File: src/rtl/branch_predictor_if.sv
// rtl/branch_predictor_if.sv - fetch lookup and execute update bundle for the branch predictor
interface branch_predictor_if #(
    parameter int XLEN  = 32,
    parameter int CNT_W = 16
);
    logic [XLEN-1:0]  pc_f;
    logic             predict_taken_f;
    logic [XLEN-1:0]  predict_target_f;
    logic             upd_en_e;
    logic [XLEN-1:0]  upd_pc_e;
    logic             upd_taken_e;
    logic             upd_is_jump_e;
    logic [XLEN-1:0]  upd_target_e;
    logic             upd_pred_taken_e;
    logic [XLEN-1:0]  upd_pred_tgt_e;
    logic             mispredict_e;
    logic [CNT_W-1:0] branch_cnt;
    logic [CNT_W-1:0] mispredict_cnt;

    modport master (
        output pc_f, upd_en_e, upd_pc_e, upd_taken_e, upd_is_jump_e, upd_target_e,
               upd_pred_taken_e, upd_pred_tgt_e,
        input  predict_taken_f, predict_target_f, mispredict_e, branch_cnt, mispredict_cnt
    );

    modport slave (
        input  pc_f, upd_en_e, upd_pc_e, upd_taken_e, upd_is_jump_e, upd_target_e,
               upd_pred_taken_e, upd_pred_tgt_e,
        output predict_taken_f, predict_target_f, mispredict_e, branch_cnt, mispredict_cnt
    );
endinterface

File: src/rtl/branch_predictor.sv
// rtl/branch_predictor.sv - direct-mapped BTB with 2-bit saturating BHT and mispredict statistics
module branch_predictor #(
    parameter int XLEN    = 32,
    parameter int ENTRIES = 16,
    parameter int TAG_W   = 8,
    parameter int MODE    = 1,
    parameter int CNT_W   = 16
) (
    input  logic clk,
    input  logic reset,
    branch_predictor_if.slave bp
);
    localparam int IDX_W = $clog2(ENTRIES);

    logic             r_valid  [ENTRIES];
    logic [TAG_W-1:0] r_tag    [ENTRIES];
    logic [XLEN-1:0]  r_target [ENTRIES];
    logic [1:0]       r_ctr    [ENTRIES];
    logic [CNT_W-1:0] r_branch_cnt;
    logic [CNT_W-1:0] r_mispredict_cnt;

    logic [IDX_W-1:0] w_f_idx;
    logic [TAG_W-1:0] w_f_tag;
    logic             w_f_hit;
    logic [IDX_W-1:0] w_u_idx;
    logic [TAG_W-1:0] w_u_tag;
    logic             w_u_hit;
    logic             w_mispredict;
    logic             w_unused_pc;

    assign w_f_idx = bp.pc_f[IDX_W+1:2];
    assign w_f_tag = bp.pc_f[TAG_W+IDX_W+1:IDX_W+2];
    assign w_u_idx = bp.upd_pc_e[IDX_W+1:2];
    assign w_u_tag = bp.upd_pc_e[TAG_W+IDX_W+1:IDX_W+2];
    assign w_unused_pc = ^{bp.pc_f[1:0], bp.pc_f[XLEN-1:TAG_W+IDX_W+2],
                           bp.upd_pc_e[1:0], bp.upd_pc_e[XLEN-1:TAG_W+IDX_W+2]};

    // Lookup reads only registered state, so a same-cycle update is seen one cycle later.
    assign w_f_hit = r_valid[w_f_idx] && (r_tag[w_f_idx] == w_f_tag);
    assign w_u_hit = r_valid[w_u_idx] && (r_tag[w_u_idx] == w_u_tag);

    assign bp.predict_taken_f  = (MODE != 0) && w_f_hit && r_ctr[w_f_idx][1];
    assign bp.predict_target_f = w_f_hit ? r_target[w_f_idx] : '0;

    assign w_mispredict = bp.upd_en_e &&
                          ((bp.upd_pred_taken_e != bp.upd_taken_e) ||
                           (bp.upd_taken_e && (bp.upd_pred_tgt_e != bp.upd_target_e)));
    assign bp.mispredict_e = w_mispredict;

    always_ff @(posedge clk) begin
        if (reset) begin
            for (int i = 0; i < ENTRIES; i++) begin
                r_valid[i] <= 1'b0;
                r_ctr[i]   <= 2'b01;
            end
        end else if ((MODE != 0) && bp.upd_en_e) begin
            if (w_u_hit) begin
                if (bp.upd_is_jump_e) begin
                    r_ctr[w_u_idx]    <= 2'b11;
                    r_target[w_u_idx] <= bp.upd_target_e;
                end else if (bp.upd_taken_e) begin
                    r_ctr[w_u_idx]    <= (r_ctr[w_u_idx] == 2'b11) ? 2'b11 : r_ctr[w_u_idx] + 2'd1;
                    r_target[w_u_idx] <= bp.upd_target_e;
                end else begin
                    r_ctr[w_u_idx]    <= (r_ctr[w_u_idx] == 2'b00) ? 2'b00 : r_ctr[w_u_idx] - 2'd1;
                end
            end else if (bp.upd_taken_e) begin
                // A miss on a taken outcome evicts whatever alias occupied the slot.
                r_valid[w_u_idx]  <= 1'b1;
                r_tag[w_u_idx]    <= w_u_tag;
                r_target[w_u_idx] <= bp.upd_target_e;
                r_ctr[w_u_idx]    <= bp.upd_is_jump_e ? 2'b11 : 2'b10;
            end
        end
    end

    // Statistics run in both modes and stick at all-ones.
    always_ff @(posedge clk) begin
        if (reset) begin
            r_branch_cnt     <= '0;
            r_mispredict_cnt <= '0;
        end else begin
            if (bp.upd_en_e && !(&r_branch_cnt)) begin
                r_branch_cnt <= r_branch_cnt + 1'b1;
            end
            if (w_mispredict && !(&r_mispredict_cnt)) begin
                r_mispredict_cnt <= r_mispredict_cnt + 1'b1;
            end
        end
    end

    assign bp.branch_cnt     = r_branch_cnt;
    assign bp.mispredict_cnt = r_mispredict_cnt;
endmodule

File: src/flat_wrapper.sv
// flat-port wrapper written by rule: the top's interface ports become plain ports
module branch_predictor_flat 
#(
    parameter int XLEN    = 32,
    parameter int ENTRIES = 16,
    parameter int TAG_W   = 8,
    parameter int MODE    = 1,
    parameter int CNT_W   = 16
)
  (clk, reset, bp_pc_f, bp_upd_en_e, bp_upd_pc_e, bp_upd_taken_e, bp_upd_is_jump_e, bp_upd_target_e, bp_upd_pred_taken_e, bp_upd_pred_tgt_e, bp_predict_taken_f, bp_predict_target_f, bp_mispredict_e, bp_branch_cnt, bp_mispredict_cnt);
  branch_predictor_if #(.XLEN(XLEN), .CNT_W(CNT_W)) bp_i ();
  input  logic clk;
  input  logic reset;
  input wire logic [$bits(bp_i.pc_f)-1:0] bp_pc_f;
  input wire logic [$bits(bp_i.upd_en_e)-1:0] bp_upd_en_e;
  input wire logic [$bits(bp_i.upd_pc_e)-1:0] bp_upd_pc_e;
  input wire logic [$bits(bp_i.upd_taken_e)-1:0] bp_upd_taken_e;
  input wire logic [$bits(bp_i.upd_is_jump_e)-1:0] bp_upd_is_jump_e;
  input wire logic [$bits(bp_i.upd_target_e)-1:0] bp_upd_target_e;
  input wire logic [$bits(bp_i.upd_pred_taken_e)-1:0] bp_upd_pred_taken_e;
  input wire logic [$bits(bp_i.upd_pred_tgt_e)-1:0] bp_upd_pred_tgt_e;
  output wire logic [$bits(bp_i.predict_taken_f)-1:0] bp_predict_taken_f;
  output wire logic [$bits(bp_i.predict_target_f)-1:0] bp_predict_target_f;
  output wire logic [$bits(bp_i.mispredict_e)-1:0] bp_mispredict_e;
  output wire logic [$bits(bp_i.branch_cnt)-1:0] bp_branch_cnt;
  output wire logic [$bits(bp_i.mispredict_cnt)-1:0] bp_mispredict_cnt;
  assign bp_i.pc_f = bp_pc_f;
  assign bp_i.upd_en_e = bp_upd_en_e;
  assign bp_i.upd_pc_e = bp_upd_pc_e;
  assign bp_i.upd_taken_e = bp_upd_taken_e;
  assign bp_i.upd_is_jump_e = bp_upd_is_jump_e;
  assign bp_i.upd_target_e = bp_upd_target_e;
  assign bp_i.upd_pred_taken_e = bp_upd_pred_taken_e;
  assign bp_i.upd_pred_tgt_e = bp_upd_pred_tgt_e;
  assign bp_predict_taken_f = bp_i.predict_taken_f;
  assign bp_predict_target_f = bp_i.predict_target_f;
  assign bp_mispredict_e = bp_i.mispredict_e;
  assign bp_branch_cnt = bp_i.branch_cnt;
  assign bp_mispredict_cnt = bp_i.mispredict_cnt;
  branch_predictor #(.XLEN(XLEN), .ENTRIES(ENTRIES), .TAG_W(TAG_W), .MODE(MODE), .CNT_W(CNT_W)) u_core (.clk(clk), .reset(reset), .bp(bp_i));
endmodule
File: config.mk
export PLATFORM = sky130hd
export DESIGN_NAME = branch_predictor_flat
export DESIGN_NICKNAME = d
export VERILOG_FILES = /design/src/rtl/branch_predictor_if.sv /design/src/rtl/branch_predictor.sv /design/src/flat_wrapper.sv
export SDC_FILE = /design/constraint.sdc
export NUM_CORES = 1
export LEC_CHECK = 0
export ABC_CLOCK_PERIOD_IN_PS = 16450
export CAP_MARGIN = 20
export CORE_MARGIN = 2
export CORE_UTILIZATION = 50
export CTS_BUF_LIST = sky130_fd_sc_hd__clkbuf_8
export DETAILED_ROUTE_END_ITERATION = 16
export GPL_TIMING_DRIVEN = 0
export PLACE_DENSITY = 0.69
export SLEW_MARGIN = 10
export SYNTH_ARGS = -nofsm -noshare
export SYNTH_HDL_FRONTEND = slang
export SYNTH_SLANG_ARGS = --single-unit
File: constraint.sdc
create_clock -name clk -period 16.45 [get_ports clk]
set_input_delay 3.29 -clock clk [delete_from_list [all_inputs] [get_ports clk]]
set_output_delay 3.29 -clock clk [all_outputs]
set_load 0.05 [all_outputs]
==> tab_implementation.tex <==
\begin{tabular}{lr}
\hline
Metric & Value \\
\hline
\multicolumn{2}{l}{\textbf{Run status}} \\
Run status & finished, final reports clean \\
\multicolumn{2}{l}{\textbf{CTS}} \\
Clock-pin slew on the worst setup and hold paths & $\sim$0.06 ns \\
CTS Hold Bufs & 0 \\
Count of cells resized by post-cts repair & 0 \\
Inserted Clock Buffers & about 110 \\
Clock tree from TritonCTS & yes \\
H-tree lvl count & 3 \\
Root cell of the clock tree & clkbuf\_8 \\
Largest buffer count on any clock path & 3 \\
Sinks on the clock net & 720 \\
Post-CTS Setup Repair Bufs & 0 \\
Latest clock arrival within the worst-skew pair & roughly 0.74 ns \\
\multicolumn{2}{l}{\textbf{Routing}} \\
Antenna viol nets, final & 0 \\
Number of DRC violations after detailed routing & 0 \\
Initial drt markers & between 2,000 and 2,500 \\
Routed length per instance & approximately 28 um \\
Average vias per placed instance & between 6 and 7 \\
Router iterations before antenna repair & 5 \\
Count of vias placed by the detailed router & around 17,000 \\
Total Routed Length & a little under 80 mm \\
\multicolumn{2}{l}{\textbf{Placement}} \\
Final Wtd Congestion & a little under 0.9 \\
\# port buffers & approximately 150 \\
DP Wirelength & 54.8 mm \\
Area after detailed placement & approximately 34,000 sq um \\
\multicolumn{2}{l}{\textbf{Logic synthesis}} \\
Leading post-synthesis cells by cell area & edfxtp\_1 66\%, mux4\_2 17\%, dfxtp\_1 3.2\% \\
Number of storage elements in the synthesis netlist & approximately 700 \\
EDFF count, synth & between 600 and 700 \\
Sequential share of the synthesized area & 0.695 \\
Number of unique standard cell types used by synthesis & 59 \\
Cell type with the largest total area after synthesis & edfxtp\_1 \\
Mean area per synthesized cell & roughly 19 sq um \\
Top flip-flop cell by instance count after synthesis & edfxtp\_1 \\
Top-area cell type share of the netlist area & 0.664 \\
Fraction of synthesis flops using an asynchronous set or reset pin & 0 \\
Netlist area before placement & a little over 30,000 sq um \\
Most instantiated library cell after synthesis & edfxtp\_1 \\
Number of synthesis warnings & 0 \\
Number of nets in the synthesized netlist & $\sim$1,700 \\
Instance count of the mapped netlist & about 1,600 \\
Post-synth top cells & 672 x edfxtp\_1, 232 x mux4\_2, 59 x nor2\_1, 50 x nand2\_1, 49 x xor2\_1 \\
\multicolumn{2}{l}{\textbf{Power}} \\
Largest voltage drop on the vdd net & a little over 0.00008 V \\
Fraction of power spent switching nets & 0.228 \\
Clock network fraction of total power & 0.377 \\
Int Power & between 0.002 and 0.003 W \\
Logic gate share of total power & 0.072 \\
Power spent charging and discharging nets & between 0.0008 and 0.0009 W \\
Sequential Power Share & 0.552 \\
Total power of the final layout & around 0.0037 W \\
Leakage power of the design & approximately 12 nW \\
Pwr Density & between 100 and 150 nW/um\^{}2 \\
\multicolumn{2}{l}{\textbf{STA}} \\
Relative slew margins & 0.230 \\
Hold WS & between 0.5 and 0.6 ns \\
Final setup violation count & 0 \\
Max Fclk & about 84 MHz \\
Unrepaired setup endpoints after global routing & no \\
Max Transition Viols Final & 0 \\
Post-layout minimum cycle time & approximately 12 ns \\
Final hold violation count & 0 \\
Worst slew pin tran & between 1 and 1.5 ns \\
Period utilisation layout & 0.724 \\
Clock tree skew after final layout & about 0.052 ns \\
Total Neg Setup Slack & 0 ns \\
\multicolumn{2}{l}{\textbf{GRT}} \\
First-pass GRT wire length & roughly 110 mm \\
Pin count of the biggest net entering global routing & 21 \\
Number of global-route vias before repair & approximately 17,000 \\
Number of antenna violations at the first check in global routing & 1 \\
GRT overflow & 0 \\
Global-route usage over all layers & 0.254 \\
\multicolumn{2}{l}{\textbf{Floorplan}} \\
Core Region & between 60,000 and 70,000 sq um \\
Starting density of the core & 0.505 \\
Core Rows & 90 \\
Chip Width & 251 um \\
Die Ht & around 250 um \\
Die area & approximately 63,000 sq um \\
Number of top-level design ports & 200 \\
\multicolumn{2}{l}{\textbf{Final layout}} \\
Final Net Count & just over 2,000 \\
Fillers & about 4,400 \\
Area growth syn-to-layout & 18.0\% \\
Final instance area & between 30,000 and 40,000 sq um \\
Share of final-layout standard cells stronger than drive strength 1 & 0.286 \\
Antenna diodes & 0 \\
\multicolumn{2}{l}{\textbf{Critical path}} \\
Kind of start point of the critical path & input port \\
Worst stage delay on the critical path & a little under 0.9 ns \\
Maximum net fanout on the critical path & 10 \\
R2R cell count & 11 \\
Endpoint kind of the worst setup timing path & output port \\
Cell-by-cell trace of the critical path & clkdlybuf4s50\_1, buf\_1, mux4\_2, mux4\_2, xor2\_1, nor4\_1, nand3\_1, buf\_2, nor2b\_1, clkdlybuf4s50\_1 \\
Critical Setup Path Class & in -> out \\
Max stage delay cell, worst path & clkdlybuf4s50\_1 \\
Critical path required time & approximately 13 ns \\
Register-to-register path setup slack & 12.21 ns \\
Arr. time, crit path & about 8.6 ns \\
\multicolumn{2}{l}{\textbf{Job}} \\
Max-capacitance violation count & 0 \\
\multicolumn{2}{l}{\textbf{Hold path}} \\
Worst hold path stage count & 2 \\
Worst min-delay path category & reg -> reg \\
\hline
\end{tabular}
## stage by stage
stage	worst slack, ns	cells	utilization
after global placement	4.58	2497	0.546
after global routing	4.49	2781	0.596
after floorplan	7.02	1562	-
after detailed placement	4.65	2577	0.561
final	4.55	2781	0.596
after CTS	4.65	2777	0.595
## worst max-delay path: cells and delay by family
kind	cells	cell delay, ns
xor gates and xnor gates	1	0.17
and+or+nand+nor	3	1.60
muxes	2	0.89
buffers and inverters	4	2.64
## cell families after synthesis
family / synth area share
AO/OA/AOI/OAI: 0.0210
XOR/XNOR: 0.0204
adder cells (fa/ha/maj): 0.000823
buffers and inverters: 0.0210
flip-flops: 0.695
multiplexers: 0.191
AND/OR/NAND/NOR: 0.0510
## per-layer routing
metal	vias to the layer above	GRT usage	share of wire
li1	7151	-	-
met1	8906	0.345	0.39
met2	888	0.416	0.49
met3	135	0.0609	0.092
met4	2	0.0674	0.023
met5	-	0	0.00018
## cells in the final DEF, fill, tap and decap left out, drive strengths merged, types with 16 or more instances in the layout
cell type      synthesis  final
edfxtp               672    672
mux4                 232    232
clkbuf                47    162
clkdlybuf4s50          0    153
buf                   51    135
nor2                  60     60
inv                   23     57
nand2                 50     50
xor2                  49     49
dfxtp                 48     48
clkinv                 0     45
nor2b                 43     43
mux2i                 39     39
nor3                  34     34
xnor2                 22     22
o22ai                 22     22
nand3                 21     21
mux2                  16     16
nor4b                 16     16
## cell type report
type	count	area, sq um	share of cell area
sequential	720	21100	0.589
inverter	23	86.3	0.00240
clock inverter	85	468	0.0130
multi-input combinational	721	8720	0.243
tap	782	978	0.0273
timing repair buffer	237	2370	0.0660
clock buffer	115	1580	0.0441
buffer	98	553	0.0154
## final timing paths
kind,start,endpoint
worst min-delay path,u_core.r_valid[9]$_DFF_P_,u_core.r_valid[9]$_DFF_P_
worst max register to register,u_core.r_tag[6][2]$_DFFE_PP_,u_core.r_target[0][5]$_DFFE_PP_
worst min register to register,u_core.r_valid[9]$_DFF_P_,u_core.r_valid[9]$_DFF_P_
worst max-delay path,bp_pc_f[3],bp_predict_target_f[30]
## state kept, by name, indices dropped and copies added, names as in the netlist
name and cells:
u_core.r_valid 16, u_core.r_tag 128, u_core.bp.branch_cnt 16, u_core.bp.mispredict_cnt 16, u_core.r_ctr 32, u_core.r_target 512
## power groups by stage
stage	sequential [W]	clock [W]	combinational, W
after CTS	0.00202	0.00141	0.000262
final	0.00202	0.00138	0.000263
after floorplan	0.00206	0	0.000150
after detailed placement	0.00206	0	0.000261
after global routing	0.00202	0.00149	0.000278
after global placement	0.00206	0	0.000253
(Power assumes the default switching activity.)
